File: config.mk
export PLATFORM = sky130hd
export DESIGN_NAME = spi_slave_sync
export DESIGN_NICKNAME = d
export VERILOG_FILES = /design/src/rtl/spi_slave_sync.sv
export SDC_FILE = /design/constraint.sdc
export NUM_CORES = 1
export LEC_CHECK = 0
export CORE_MARGIN = 4
export CORE_UTILIZATION = 55
export CTS_BUF_LIST = sky130_fd_sc_hd__clkbuf_4
export CTS_CLUSTER_DIAMETER = 120
export CTS_CLUSTER_SIZE = 24
export DETAILED_ROUTE_END_ITERATION = 10
export PLACE_DENSITY = 0.81
export SKIP_CTS_REPAIR_TIMING = 1
export SLEW_MARGIN = 20
export SYNTH_ARGS = -nofsm -noshare
export SYNTH_HDL_FRONTEND = slang
export SYNTH_SLANG_ARGS = --single-unit
File: constraint.sdc
create_clock -name CLK -period 3.8 [get_ports CLK]
set_clock_uncertainty 0.1 [all_clocks]
set_input_delay 0.38 -clock CLK [delete_from_list [all_inputs] [get_ports CLK]]
set_output_delay 0.38 -clock CLK [all_outputs]
set_load 0.02 [all_outputs]
File: src/rtl/spi_slave_sync.sv
// SPI responder running entirely in the CLK domain: SCK/SS/MOSI are oversampled,
// edges classified by CKP/CPH, and a WIDTH-bit frame is shifted in and out.
module spi_slave_sync #(
   parameter int WIDTH       = 16,
   parameter int SYNC_STAGES = 2
) (
   input  logic             CLK,
   input  logic             Reset,
   input  logic             CKP,
   input  logic             CPH,
   input  logic             SCK,
   input  logic             SS,
   input  logic             MOSI,
   output logic             MISO,
   input  logic [WIDTH-1:0] tx_data,
   input  logic             tx_load,
   output logic             tx_ready,
   output logic [WIDTH-1:0] rx_data,
   output logic             rx_valid,
   output logic             frame_err,
   output logic             busy
);

   localparam int CNT_W = $clog2(WIDTH);

   typedef enum logic {IDLE, SHIFT} state_t;

   state_t                 state;
   logic [SYNC_STAGES-1:0] sck_sync;
   logic [SYNC_STAGES-1:0] ss_sync;
   logic [SYNC_STAGES-1:0] mosi_sync;
   logic                   sck_prev;
   logic                   ss_prev;
   logic [WIDTH-1:0]       shift_reg;
   logic [WIDTH-1:0]       pend_buf;
   logic                   pending;
   logic [CNT_W-1:0]       bit_cnt;

   logic                   sck_s;
   logic                   ss_s;
   logic                   mosi_s;
   logic                   sck_rise;
   logic                   sck_fall;
   logic                   ss_fall;
   logic                   ss_rise;
   logic                   lead_edge;
   logic                   trail_edge;
   logic                   sample_edge;
   logic                   drive_edge;
   logic [WIDTH-1:0]       shift_next;

   assign sck_s       = sck_sync[SYNC_STAGES-1];
   assign ss_s        = ss_sync[SYNC_STAGES-1];
   assign mosi_s      = mosi_sync[SYNC_STAGES-1];
   assign sck_rise    = ~sck_prev & sck_s;
   assign sck_fall    = sck_prev & ~sck_s;
   assign ss_fall     = ss_prev & ~ss_s;
   assign ss_rise     = ~ss_prev & ss_s;
   assign lead_edge   = CKP ? sck_fall : sck_rise;
   assign trail_edge  = CKP ? sck_rise : sck_fall;
   assign sample_edge = CPH ? trail_edge : lead_edge;
   assign drive_edge  = CPH ? lead_edge : trail_edge;
   assign shift_next  = {shift_reg[WIDTH-2:0], mosi_s};

   // Synchronizers reset to the idle bus levels so no edge is seen on release.
   always_ff @(posedge CLK) begin
      if (Reset) begin
         sck_sync  <= {SYNC_STAGES{CKP}};
         ss_sync   <= '1;
         mosi_sync <= '0;
         sck_prev  <= CKP;
         ss_prev   <= 1'b1;
      end else begin
         sck_sync  <= {sck_sync[SYNC_STAGES-2:0], SCK};
         ss_sync   <= {ss_sync[SYNC_STAGES-2:0], SS};
         mosi_sync <= {mosi_sync[SYNC_STAGES-2:0], MOSI};
         sck_prev  <= sck_s;
         ss_prev   <= ss_s;
      end
   end

   always_ff @(posedge CLK) begin
      if (Reset) begin
         state     <= IDLE;
         MISO      <= 1'b0;
         tx_ready  <= 1'b1;
         rx_data   <= '0;
         rx_valid  <= 1'b0;
         frame_err <= 1'b0;
         busy      <= 1'b0;
         shift_reg <= '0;
         pend_buf  <= '0;
         pending   <= 1'b0;
         bit_cnt   <= '0;
      end else begin
         rx_valid  <= 1'b0;
         frame_err <= 1'b0;
         case (state)
            IDLE: begin
               if (ss_fall) begin
                  state    <= SHIFT;
                  busy     <= 1'b1;
                  tx_ready <= 1'b0;
                  bit_cnt  <= '0;
                  pending  <= 1'b0;
                  // A load coinciding with SS falling beats any older pending word.
                  if (tx_load) begin
                     shift_reg <= tx_data;
                     MISO      <= tx_data[WIDTH-1];
                  end else if (pending) begin
                     shift_reg <= pend_buf;
                     MISO      <= pend_buf[WIDTH-1];
                  end else begin
                     MISO <= shift_reg[WIDTH-1];
                  end
               end else if (tx_load) begin
                  pend_buf <= tx_data;
                  pending  <= 1'b1;
               end
            end
            SHIFT: begin
               if (ss_rise) begin
                  state     <= IDLE;
                  busy      <= 1'b0;
                  tx_ready  <= 1'b1;
                  MISO      <= 1'b0;
                  frame_err <= (bit_cnt != '0);
                  bit_cnt   <= '0;
               end else if (sample_edge) begin
                  shift_reg <= shift_next;
                  if (bit_cnt == CNT_W'(WIDTH - 1)) begin
                     rx_data  <= shift_next;
                     rx_valid <= 1'b1;
                     bit_cnt  <= '0;
                  end else begin
                     bit_cnt <= bit_cnt + CNT_W'(1);
                  end
               end else if (drive_edge) begin
                  MISO <= shift_reg[WIDTH-1];
               end
            end
            default: state <= IDLE;
         endcase
      end
   end

endmodule

-- Word-level counts from Yosys, hierarchy flattened
Index checks and enable logic that the tools add are counted.
Widths: inputs -> output; s select.
- reductions and logical operators: 11
- bitwise gates (word level): 12
- equal/unequal tests: 9
- mux-type cells: 36
- $add $sub $neg: 1
- operator list (kind ; count):
    $mux 16 ; 5
    $pmux 16 s2 ; 1
    $mux 1 ; 20
    $mux 4 ; 4
    $not 1->1 ; 8
    $pmux 1 s2 ; 4
    $pmux 4 s2 ; 1
    $reduce_and 4->1 ; 2
    $ne 3x1->1 const B ; 2
    $ne 3x3->1 const B ; 2
    $reduce_and 2->1 ; 3
    $reduce_and 3->1 ; 2
    $add 4x1->4 const B ; 1
    $and 1x1->1 ; 4
    $eq 4x4->1 const B ; 1
    $ne 2x1->1 const B ; 2
    $ne 2x2->1 const B ; 2
    $reduce_bool 4->1 ; 1
    $reduce_or 4->1 ; 1
    $reduce_or 3->1 ; 1
    $mux 2 ; 1
    $reduce_bool 2->1 ; 1
- output and inout bits: 21
- register bits: 67
- logic and storage cells: 85

-- Depth between registers and ports, before layout
- depth in word-level cells: 8
- mapped depth: 6

-- Least setup slack after synthesis
OpenSTA, ideal clock, no wires.
- kind: input port to flip-flop
- start: input port CKP
- end: register bit_cnt[3]
- data arrival time: 1.600 ns
- setup time: 0.074 ns
- buffers on the path: 0
- path slack: 2.026 ns
- cell stages on the path: 4
- cells stage by stage: xor2_2 mux2_4 or4_1 a31oi_1
- cells in the longest elaborated chain, start to end: 4
- RTL lines (item ; RTL line ; text):
    start: declaration ; 9 ; input logic CKP,
    $mux 1, on equally long branches ; 59, 60 ;
    $mux 1 (*) ; 61 ; assign sample_edge = CPH ? trail_edge : lead_edge;
    $ne 3x1->1 (no line) (*) ; - ;
    $reduce_and 2->1 (no line) (*) ; - ;
    end signal: assignment ; 136 ; bit_cnt <= bit_cnt + CNT_W'(1);
    end: declaration ; 37 ; logic [CNT_W-1:0] bit_cnt;
Every way passes the cells marked *; elsewhere a longest branch is shown, timed or not.
A chain may end at the register's enable or synchronous reset.

-- Worst setup path in the final report
- start: input port CKP
- end: register rx_data[13]
- cells in the longest elaborated chain, start to end: 3
- RTL lines (item ; RTL line ; text):
    $mux 1, on equally long branches ; 59, 60 ;
    $mux 1 (*) ; 61 ;
    $reduce_and 4->1 (no line) (*) ; - ;
    end signal: assignment ; 132 ; rx_data <= shift_next;
    end: declaration ; 18 ; output logic [WIDTH-1:0] rx_data,
Marked as above.

==> flow_metrics.tcl <==
set metrics [dict create \
    nets 401 \
    rsz0062_at_grt "no" \
    r2r_start "ss_sync[1]" \
    antenna_found_initial 0 \
    syn_inst 339 \
    drtAntennaViolNets 0 \
    synth_cell_types 39 \
    htreeDepth 3 \
    viasPerCell 5.233 \
    p_int_w 0.0009572 \
    synth_top_family_by_area "simple AND/OR/NAND/NOR gates" \
    cts_buffer_depth 2 \
    rrSetupSlack_ns 1.79 \
    yosys.area_share.simple_pct 22.70 \
    num_rows 26 \
    drt_pre_antenna_iters 4 \
    arrival_ns 2.36 \
    fillers 435 \
    drv_cap 0 \
    max_freq_ghz 0.4651 \
    routed_wl_mm 6.067 \
    drc_errors 0 \
    ys_warn_count 0 \
    antenna_cells 0 \
    met3_usage_pct 4.881 \
    ys_top_cells_by_area "dfxtp_1 (44%), mux2i_1 (16%), nand2b_1 (11%)" \
    critical_path_required_ns 4.01 \
    grt_pass1_wl_mm 9.908 \
    pwr-share-seq_pct 57.7 \
    synth_edf_count 0 \
    vias 2355 \
    core_area_um2 5238 \
    synth_top_area_share_pct 43.92 \
    fin_tns_setup_ns 0 \
    drtIter0Drc 205 \
    cts.sinks 67 \
    synth_mux_area_share_pct 16.67 \
    r2r_cells 4 \
    holdPathStages 1 \
    fin_crit_ns 2.150 \
    synth-seq-area-share_pct 43.92 \
    syn-cell-area_um2 3054 \
    start_kind "primary input" \
    grt_max_degree 86 \
    path_class "primary input to flop" \
    fin_util_pct 68.82 \
    post-route-period-util_pct 56.58 \
    max_slew_margin_pct 54.52 \
    start_util_pct 58.31 \
    critPathMaxFanout 15 \
    grt_pass1_vias 2118 \
    die_w_um 82.52 \
    grt_use_met2_pct 26.28 \
    tightest_slew_ns 0.6806 \
    endpoint_kind "flop" \
    synthXorXnorAreaFrac_pct 0.5326 \
    ios 45 \
    cts_root_buf "clkbuf_4" \
    hold_viol 0 \
    p_leak_nw 1.479 \
    drive_gt1_share_pct 6.579 \
    synth-seq-cells 67 \
    pwr-share-clk_pct 29.4 \
    power_frac_comb_pct 12.9 \
    hpwl_mm 4.177 \
    io_buffers 44 \
    dieHeight_um 82.52 \
    p_total_w 0.001288 \
    insertion_delay_ns 0.39 \
    grtUsageTotal_pct 19.27 \
    synth-compound-area-share_pct 11.18 \
    path_clk_slew_ns 0.10 \
    worstHoldEndpoint "ss_sync[1]" \
    cts_made_buffers 9 \
    synth_ff_type "dfxtp_1" \
    r2r-end "shift_reg[10]" \
    top_usage_layer "met1" \
    status "finished clean" \
    yosys.area_share.adder_pct 0.8193 \
    ir_drop_v 0.0002110 \
    synth.avg_cell_area_um2 9.009 \
    drv_slew 0 \
    setup_violations 0 \
    cts_tree "built" \
    min_from "ss_sync[0]" \
    power.switching_w 0.0003304 \
    gp_congestion 0.7839 \
    p_per_area_nw_per_um2 357.2 \
    grt_overflow 0 \
    switching_share_pct 25.66 \
    syn_to_final_growth_pct 18.03 \
    synthesis.nets 365 \
    post_drt_wl_per_cell_um 13.48 \
    synth_top_area_cell "dfxtp_1" \
    async_reset_ff_share_pct 0 \
    fp.dieArea_um2 6810 \
    grt_use_met1_pct 28.17 \
    hold_path.class "flop to flop" \
]
==> how the worst max path moves through the flow <==
stage	cells past startpoint	end	from	slack (ns)
finish	5	rx_data[13]	CKP	1.65
global route	5	rx_data[13]	CKP	1.59
CTS	5	rx_data[13]	CKP	1.67
detailed placement	5	rx_data[13]	CKP	1.23
global placement	5	rx_data[6]	CKP	1.34
floorplan	4	bit_cnt[3]	CKP	2.03
==> cell families after synthesis <==
kind of cell / after synthesis
AOI/OAI and AO/OA: 58
xor gates and xnor gates: 1
adders and majority gates: 2
buffers and inverters: 29
DFF: 67
muxes: 50
and+or+nand+nor: 132
==> cells in the mapped netlist (3+ instances only) <==
library cell and count:
mux2i_1 48, o211ai_1 3, inv_1 8, and3_1 3
nor2b_1 3, or2_2 3, dfxtp_1 67, clkbuf_1 15
o21ai_0 20, nand2_1 52, a21oi_1 24, nand2b_1 53
buf_2 3, nor2_1 6
==> through the flow <==
step	area, um2	worst slack [ns]	hold slack [ns]	instances
final	3605	1.650	0.3210	450
after global routing	3605	1.586	0.3322	450
after CTS	3602	1.667	0.3246	450
after detailed placement	3495	1.233	0.3005	434
after global placement	3495	1.337	0.2922	434
after floorplan	3054	2.026	0.2895	339
==> cells in the final DEF, fill, tap and decap left out, types with 2 or more instances in the layout <==
master	count
a21oi_1	24
a31oi_1	2
and3_1	3
buf_4	3
clkbuf_4	12
clkdlybuf4s50_1	43
clkinv_1	2
clkinv_2	2
dfxtp_1	67
ha_1	2
inv_1	8
mux2i_1	48
nand2_1	52
nand2b_1	53
nand3_1	2
nand4b_1	2
nor2_1	6
nor2b_1	3
o211ai_1	3
o21ai_0	20
or2_2	3
or3_1	2
or4_1	2
==> power by group through the flow <==
stage	sequential [W]	clock [W]	combinational (W)
2_1_floorplan	0.000759	0	0.000110
3_3_place_gp	0.000757	0	0.000162
3_5_place_dp	0.000759	0	0.000165
4_1_cts	0.000742	0.000391	0.000166
5_1_grt	0.000746	0.000426	0.000182
6_report	0.000742	0.000379	0.000166
==> final cells by class <==
type                            instances  area [um2]  area share (%)
Multi-Input combinational cell        243        1585           43.98
Sequential cell                        67        1341           37.21
Timing Repair Buffer                   46       452.9           12.57
Clock buffer                           12       90.09           2.499
Tap cell                               70       87.58           2.430
Inverter                                8       30.03          0.8330
Clock inverter                          4       17.52          0.4859
==> worst max-delay path: stages <==
cell and delay, ns:
clkdlybuf4s50_1 0.53, xor2_2 0.27, mux2i_2 0.41, nand3_2 0.45, mux2i_1 0.32
==> routing by layer <==
layer	vias to the layer above	wire [um]	part of all wire, %
met5	-	0	0
met4	0	78	1.3
met3	7	286	4.7
met2	59	2521	42
met1	1059	3180	52
li1	1230	-	-
No activity file was read; power rests on OpenSTA's default activity.
